### config.mk
export PLATFORM = sky130hd
export DESIGN_NAME = instruction_fetch_unit
export DESIGN_NICKNAME = d
export VERILOG_FILES = /design/src/rtl/instruction_fetch_unit.sv
export SDC_FILE = /design/constraint.sdc
export NUM_CORES = 1
export LEC_CHECK = 0
export ABC_AREA = 1
export CAP_MARGIN = 20
export CORE_ASPECT_RATIO = 1.1
export CORE_MARGIN = 8
export CORE_UTILIZATION = 43
export DETAILED_ROUTE_END_ITERATION = 7
export PLACE_DENSITY = 0.83
export SETUP_SLACK_MARGIN = 0.1
export SLEW_MARGIN = 20
export SYNTH_ARGS = -nofsm -noshare
export SYNTH_HDL_FRONTEND = slang
export SYNTH_SLANG_ARGS = --single-unit
### constraint.sdc
create_clock -name clk -period 1.8 [get_ports clk]
set_clock_uncertainty 0.2 [all_clocks]
set_input_delay 0.36 -clock clk [delete_from_list [all_inputs] [get_ports clk]]
set_output_delay 0.36 -clock clk [all_outputs]
set_load 0.05 [all_outputs]
### src/rtl/instruction_fetch_unit.sv
// ---------------------------------------------------------------------------
// instruction_fetch_unit
//   Fetch stage sitting directly in front of a combinational instruction
//   memory. Owns the PC, presents the word address, and captures the returned
//   instruction together with its byte PC in an IF/ID register that hands off
//   to the decoder through a valid/ready handshake. Handles branch/jump
//   redirects, decoder backpressure and a halt request.
//
//   Optional feature macro: IFETCH_PERF_EN
//     When defined, two 32-bit wrapping performance counters are exposed:
//       perf_fetch_cnt - instructions accepted into IF/ID
//       perf_stall_cnt - S_RUN cycles lost to decoder backpressure
//     When undefined, the ports and counters are not present.
// ---------------------------------------------------------------------------
module instruction_fetch_unit #(
    parameter int                  WORDSIZE         = 64,
    parameter int                  INSTRUCTION_SIZE = 32,
    parameter int                  MEMORY_SIZE      = 1024,
    parameter logic [WORDSIZE-1:0] RESET_PC         = '0
) (
    input  logic                        clk,
    input  logic                        reset,
    output logic [WORDSIZE-1:0]         imem_addr,
    input  logic [INSTRUCTION_SIZE-1:0] imem_instruction,
    input  logic                        redirect_valid,
    input  logic [WORDSIZE-1:0]         redirect_target,
    input  logic                        halt_req,
    input  logic                        id_ready,
    output logic                        id_valid,
    output logic [INSTRUCTION_SIZE-1:0] id_instruction,
    output logic [WORDSIZE-1:0]         id_pc,
`ifdef IFETCH_PERF_EN
    output logic [31:0]                 perf_fetch_cnt,
    output logic [31:0]                 perf_stall_cnt,
`endif
    output logic                        halted
);

    // Canonical RISC-V NOP (addi x0, x0, 0); also substituted for reads past
    // the end of the instruction memory.
    localparam logic [INSTRUCTION_SIZE-1:0] NOP_INSTR = INSTRUCTION_SIZE'(32'h0000_0013);
    localparam logic [WORDSIZE-1:0]         PC_STEP   = WORDSIZE'(4);
    localparam logic [WORDSIZE-1:0]         MEM_WORDS = WORDSIZE'(MEMORY_SIZE);
    localparam logic [WORDSIZE-1:0]         ALIGN_MSK = ~WORDSIZE'(3);

    typedef enum logic [1:0] {
        S_BOOT = 2'd0,
        S_RUN  = 2'd1,
        S_HALT = 2'd2
    } state_t;

    // Architectural state
    state_t                        r_state;
    logic [WORDSIZE-1:0]           r_pc;
    logic                          r_id_valid;
    logic [INSTRUCTION_SIZE-1:0]   r_id_instruction;
    logic [WORDSIZE-1:0]           r_id_pc;
    logic                          r_halted;

    // Combinational control
    state_t                        w_next_state;
    logic [WORDSIZE-1:0]           w_pc_next;
    logic                          w_id_valid_next;
    logic                          w_do_fetch;
    logic                          w_stall_cycle;
    logic                          w_adv;
    logic [WORDSIZE-1:0]           w_word_addr;
    logic                          w_in_range;
    logic [INSTRUCTION_SIZE-1:0]   w_fetch_word;
    logic [WORDSIZE-1:0]           w_redirect_pc;
    logic [WORDSIZE-1:0]           w_pc_plus4;

    // Word address is the byte PC with the two byte-offset bits dropped.
    assign w_word_addr   = {2'b00, r_pc[WORDSIZE-1:2]};
    assign imem_addr     = w_word_addr;

    // Anything past the populated memory reads as a NOP so the pipeline keeps
    // flowing instead of decoding garbage.
    assign w_in_range    = (w_word_addr < MEM_WORDS);
    assign w_fetch_word  = w_in_range ? imem_instruction : NOP_INSTR;

    // Redirect targets are forced to word alignment; pc+4 wraps naturally.
    assign w_redirect_pc = redirect_target & ALIGN_MSK;
    assign w_pc_plus4    = r_pc + PC_STEP;

    // The IF/ID slot can take a new word when empty or being drained this cycle.
    assign w_adv         = !r_id_valid || id_ready;

    // Next-state and per-cycle action selection: redirect beats stall beats fetch.
    always_comb begin
        w_next_state    = r_state;
        w_pc_next       = r_pc;
        w_id_valid_next = r_id_valid;
        w_do_fetch      = 1'b0;
        w_stall_cycle   = 1'b0;

        case (r_state)
            S_BOOT: begin
                // One idle cycle after reset; a redirect here still lands.
                w_next_state = S_RUN;
                if (redirect_valid) begin
                    w_pc_next       = w_redirect_pc;
                    w_id_valid_next = 1'b0;
                end
            end

            S_RUN: begin
                if (redirect_valid) begin
                    // Flush IF/ID even under backpressure; a pending halt is
                    // deferred by one cycle.
                    w_pc_next       = w_redirect_pc;
                    w_id_valid_next = 1'b0;
                end else if (halt_req) begin
                    // Stop issuing; let the current IF/ID entry drain.
                    w_next_state  = S_HALT;
                    w_stall_cycle = !w_adv;
                    if (id_ready) begin
                        w_id_valid_next = 1'b0;
                    end
                end else if (!w_adv) begin
                    w_stall_cycle = 1'b1;
                end else begin
                    w_do_fetch      = 1'b1;
                    w_pc_next       = w_pc_plus4;
                    w_id_valid_next = 1'b1;
                end
            end

            S_HALT: begin
                if (redirect_valid) begin
                    w_pc_next       = w_redirect_pc;
                    w_id_valid_next = 1'b0;
                end else if (id_ready) begin
                    w_id_valid_next = 1'b0;
                end
                if (!halt_req) begin
                    w_next_state = S_RUN;
                end
            end

            default: begin
                w_next_state    = S_BOOT;
                w_id_valid_next = 1'b0;
            end
        endcase
    end

    // Control state: FSM, PC, IF/ID valid and the registered halted flag.
    always_ff @(posedge clk) begin
        if (reset) begin
            r_state    <= S_BOOT;
            r_pc       <= RESET_PC;
            r_id_valid <= 1'b0;
            r_halted   <= 1'b0;
        end else begin
            r_state    <= w_next_state;
            r_pc       <= w_pc_next;
            r_id_valid <= w_id_valid_next;
            // Computed from next-cycle values so halted lines up with the
            // registered state and valid it describes.
            r_halted   <= (w_next_state == S_HALT) && !w_id_valid_next;
        end
    end

    // IF/ID payload: loaded only on an accepted fetch, otherwise held.
    always_ff @(posedge clk) begin
        if (reset) begin
            r_id_instruction <= NOP_INSTR;
            r_id_pc          <= '0;
        end else if (w_do_fetch) begin
            r_id_instruction <= w_fetch_word;
            r_id_pc          <= r_pc;
        end
    end

    assign id_valid       = r_id_valid;
    assign id_instruction = r_id_instruction;
    assign id_pc          = r_id_pc;
    assign halted         = r_halted;

`ifdef IFETCH_PERF_EN
    logic [31:0] r_perf_fetch_cnt;
    logic [31:0] r_perf_stall_cnt;

    // Free-running event counters; wrap silently at 2^32.
    always_ff @(posedge clk) begin
        if (reset) begin
            r_perf_fetch_cnt <= '0;
            r_perf_stall_cnt <= '0;
        end else begin
            if (w_do_fetch) begin
                r_perf_fetch_cnt <= r_perf_fetch_cnt + 32'd1;
            end
            if (w_stall_cycle) begin
                r_perf_stall_cnt <= r_perf_stall_cnt + 32'd1;
            end
        end
    end

    assign perf_fetch_cnt = r_perf_fetch_cnt;
    assign perf_stall_cnt = r_perf_stall_cnt;
`endif

endmodule

==> impl_metrics.yaml, run 1 <==
clock_tree:
  cts_buffer_depth: 2
  cts_buffers: 17
  cts_hold_buf: 0
  cts_root_buffer: "clkbuf_16"
  cts_num_sinks: 160
  h-tree-depth: 4
floorplanning:
  die_h_um: 165
  rows: 54
  initial_core_util_pct: 43.8
  die_width_um: 151
  io_pins: 263
placed_design:
  portBuffers: 256
  place_area_um2: 14500
  dp_hpwl_um: 32300
  gp_congestion: 1.02
  placed_cells: 2039
synthesis:
  yosys-top-cells-area: "dfxtp_1 (37%), nand2_1 (14%), nor2_1 (11%)"
  yosys.area.top_type: "dfxtp_1"
  yosysTopAreaCellShare_pct: 36.9
  avgSynthCellArea_um2: 6.24
  synth-main-ff-cell: "dfxtp_1"
  ys_warn_count: 0
  ys_ff_latch: 160
  synth.cells.most_frequent: "nand2_1 (331), nor2_1 (245), dfxtp_1 (160)"
  yosysUniqueCellTypes: 35
  synth_edf_count: 0
  synth.most_common_cell: "nand2_1"
  synth.yosys.seq_area_share_pct: 36.9
  async_flop_share_pct: 0
  netlist_instances: 1390
  syn-cell-area_um2: 8680
run_status:
  haltStage: "global routing"
  error: "[ERROR GRT-0232] Routing congestion too high. Check the congestion heatmap in the GUI."
  outcome: "did not finish"
sta:
  worst_endpoint: "r_pc[40]$_SDFFE_PP0P_/D"
  worst-ep-kind: "sequential cell input"
grt:
  track_usage_pct: 91.5
  grt_overflow_total: 1473
  grt_start_max_net_pins: 74
==> what timing repair did <==
action                                  CTS
pin swaps                                98
resized for setup                       327
gates cloned                             23
endpoints found under the setup margin  154
buffers inserted                         48
==> logic make-up after synthesis <==
family	after synthesis	share of synthesized area (%)
AOI/OAI and AO/OA	291	17.1
xor gates and xnor gates	9	0.908
adders and majority gates	1	0.144
buffers and inverters	179	8.66
DFF	160	36.9
other	1	0.0432
and+or+nand+nor	749	36.3
==> layer usage <==
metal | overflow | track usage, %
met1 | 20 | 81.3
met2 | 1101 | 116
met3 | 16 | 74.5
met4 | 336 | 103
met5 | 0 | 41.4
==> through the flow <==
step                hold WS [ps]  setup TNS, ps  worst slack [ps]
detailed placement           274         -70710              -601
floorplan                    255          -4.61             -4.61
global placement             263         -59800              -439
CTS                          242          -2090             -92.4
==> inputs of run 2 (changes only) <==
- CORE_ASPECT_RATIO: 1.1 -> not set
- CORE_UTILIZATION: 43 -> 29
- PLACE_DENSITY: 0.83 -> not set
- PLACE_DENSITY_LB_ADDON: not set -> 0.15
- SETUP_SLACK_MARGIN: 0.1 -> not set
- clock period: 1.8 -> 2.3 ns (I/O delays scaled with it)
==> run 2 against run 1 <==
Effect of this change:
- the flow now finishes without violations
- synthesized area is the same
- synthesized cell count unchanged
==> impl_metrics.yaml, run 2 <==
run_status:
  outcome: "finished clean"
critical_path:
  crit_chain: "clkdlybuf4s50_1"
  r2r-start: "r_pc[2]"
  startpoint_type: "register"
  path_depth: 1
  ff2ff_setup_slack_ps: 140
  worstPathArrival_ps: 1600
  crit_buf_inv: 1
  worstSetupEndpoint: "id_instruction[19]"
  worstPathRequired_ps: 1640
  cp_max_fo: 2
  rr_endpoint: "r_pc[54]"
  cp_slowest_cell: "clkdlybuf4s50_1"
  end_kind: "primary output"
  ff2ff_path_depth: 11
  timing.critical_path.from: "id_instruction[19]"
  slowest_delay_ps: 840
  critPathKind: "register to primary output"
  cp_top_family: "buffers and inverters"
grt:
  grt_overflow_total: 0
  grt_pass1_wl_um: 60300
  grt_start_max_net_pins: 57
  track_usage_pct: 21.6
  antenna_found_initial: 1
  grt_pass1_vias: 10200
finish:
  multi_input_area_um2: 4780
  fin_nets: 1807
  final_cell_area_um2: 12900
  layout-drive-gt1-share_pct: 16.9
  final_common_cell: "nand2_1"
  n_antenna_cell: 0
  instances_no_fill: 2107
  regArea_um2: 3210
  n_fill_cell: 3155
  final_cell_mix: "nand2_1 (330), nor2_1 (239), buf_4 (194)"
  synthToLayoutAreaGrowth_pct: 48.2
floorplanning:
  die_h_um: 189
  rows: 63
  core_area_um2: 29600
  fp.dieArea_um2: 35700
  io_pins: 263
  die_width_um: 189
  initial_core_util_pct: 29.4
worst_hold_path:
  holdCritPathClass: "input pin to register"
placed_design:
  gp_congestion: 0.934
  placed_cells: 2075
  portBuffers: 256
  place_area_um2: 12200
  dp_hpwl_um: 30900
  dp_slack_ps: -167
clock_tree:
  insertion_delay_ps: 430
  cts_tree: "done"
  cts_buffer_depth: 2
  cts_buffers: 17
  cts_root_buffer: "clkbuf_16"
  clk_pin_slew_ps: 80
  cts_num_sinks: 160
  h-tree-depth: 4
synthesis:
  yosysTopAreaCellShare_pct: 36.9
  ys_ff_latch: 160
  synth.most_common_cell: "nand2_1"
  syn-cell-area_um2: 8680
  async_flop_share_pct: 0
  synth.cells.most_frequent: "nand2_1 (331), nor2_1 (245), dfxtp_1 (160)"
  synth.yosys.seq_area_share_pct: 36.9
  netlist_instances: 1390
  synth_edf_count: 0
  synth-main-ff-cell: "dfxtp_1"
  yosysUniqueCellTypes: 35
  avgSynthCellArea_um2: 6.24
  yosys-top-cells-area: "dfxtp_1 (37%), nand2_1 (14%), nor2_1 (11%)"
  ys_warn_count: 0
  yosys.area.top_type: "dfxtp_1"
routing:
  highest_layer: "met5"
  routed-via-count: 10200
  wire_per_inst_um: 18.7
  antenna_left: 0
  wl_met1_um: 17900
  wl_met2_um: 17600
  via_per_inst: 4.86
  drc_errors: 0
  first_pass_iters: 5
  met3_length_um: 3000
  drtIter0Drc: 723
  wirelength_um: 39500
sta:
  timing.slew.headroom_pct: 51.4
  fin_ws_ps: 36.6
  period_needed_ps: 2260
  drv_slew: 0
  clock.fmax_mhz: 442
  setup-violations-final: 0
  final.setup.tns_ps: 0
  min_period_over_period_pct: 98.4
  worstMarginPinSlew_ps: 730
  hold_violations: 0
pwr:
  p_per_area_nw_per_um2: 650
  total_power_uw: 8360
  power_leakage_uw: 0.00548
  peakVddDrop_v: 0.000459
flow_run:
  maxCapViolCount: 0
[run 2: timing repair]
action	CTS	global route
buffers inserted	0	1
pin swaps	0	1
hold buffers	0	0
resized for setup	1	30
setup endpoints to repair	1	33
[run 2: cells by family after synthesis]
| kind of cell | synth area share [%] |
|---|---|
| AOI/OAI and AO/OA | 17.1 |
| other | 0.0432 |
| and+or+nand+nor | 36.3 |
| DFF | 36.9 |
| xor gates and xnor gates | 0.908 |
| adders and majority gates | 0.144 |
| buffers and inverters | 8.66 |
[run 2: per-stage QoR]
step | hold WS, ps | util, %
2_1_floorplan | 355 | -
3_3_place_gp | 256 | 41.1
3_5_place_dp | 265 | 41.1
6_report | 221 | 43.5
5_1_grt | 243 | 43.5
4_1_cts | 226 | 43.2
[run 2: worst min-delay path by stage]
stage                       from                 to  cells after the start
3_5_place_dp   id_instruction[1]  id_instruction[1]                      2
4_1_cts                    reset  id_instruction[1]                      3
2_1_floorplan           halt_req         r_state[0]                      1
3_3_place_gp   id_instruction[1]  id_instruction[1]                      2
6_report                   reset  id_instruction[1]                      3
5_1_grt                    reset  id_instruction[1]                      3
[run 2: layer usage]
metal,GRT usage (%),vias to the layer above
li1,-,5158
met1,28.6,4650
met2,34.0,375
met3,5.70,47
met4,6.04,2
met5,0,-
[run 2: power breakdown]
| part | total [uW] | switching, uW | internal (uW) |
|---|---|---|---|
| combinational | 2080 | 1340 | 739 |
| clock | 3140 | 1390 | 1760 |
| sequential | 3140 | 186 | 2950 |
[run 2: final cells by class]
cell class,instances,area share (%)
repair buffers,366,26.2
clock inverters,14,1.52
flip-flops and latches,160,25.0
inverters,106,3.09
well taps,390,3.79
clock buffers,17,3.31
multi-input cells,1054,37.2
(Power assumes the default switching activity.)
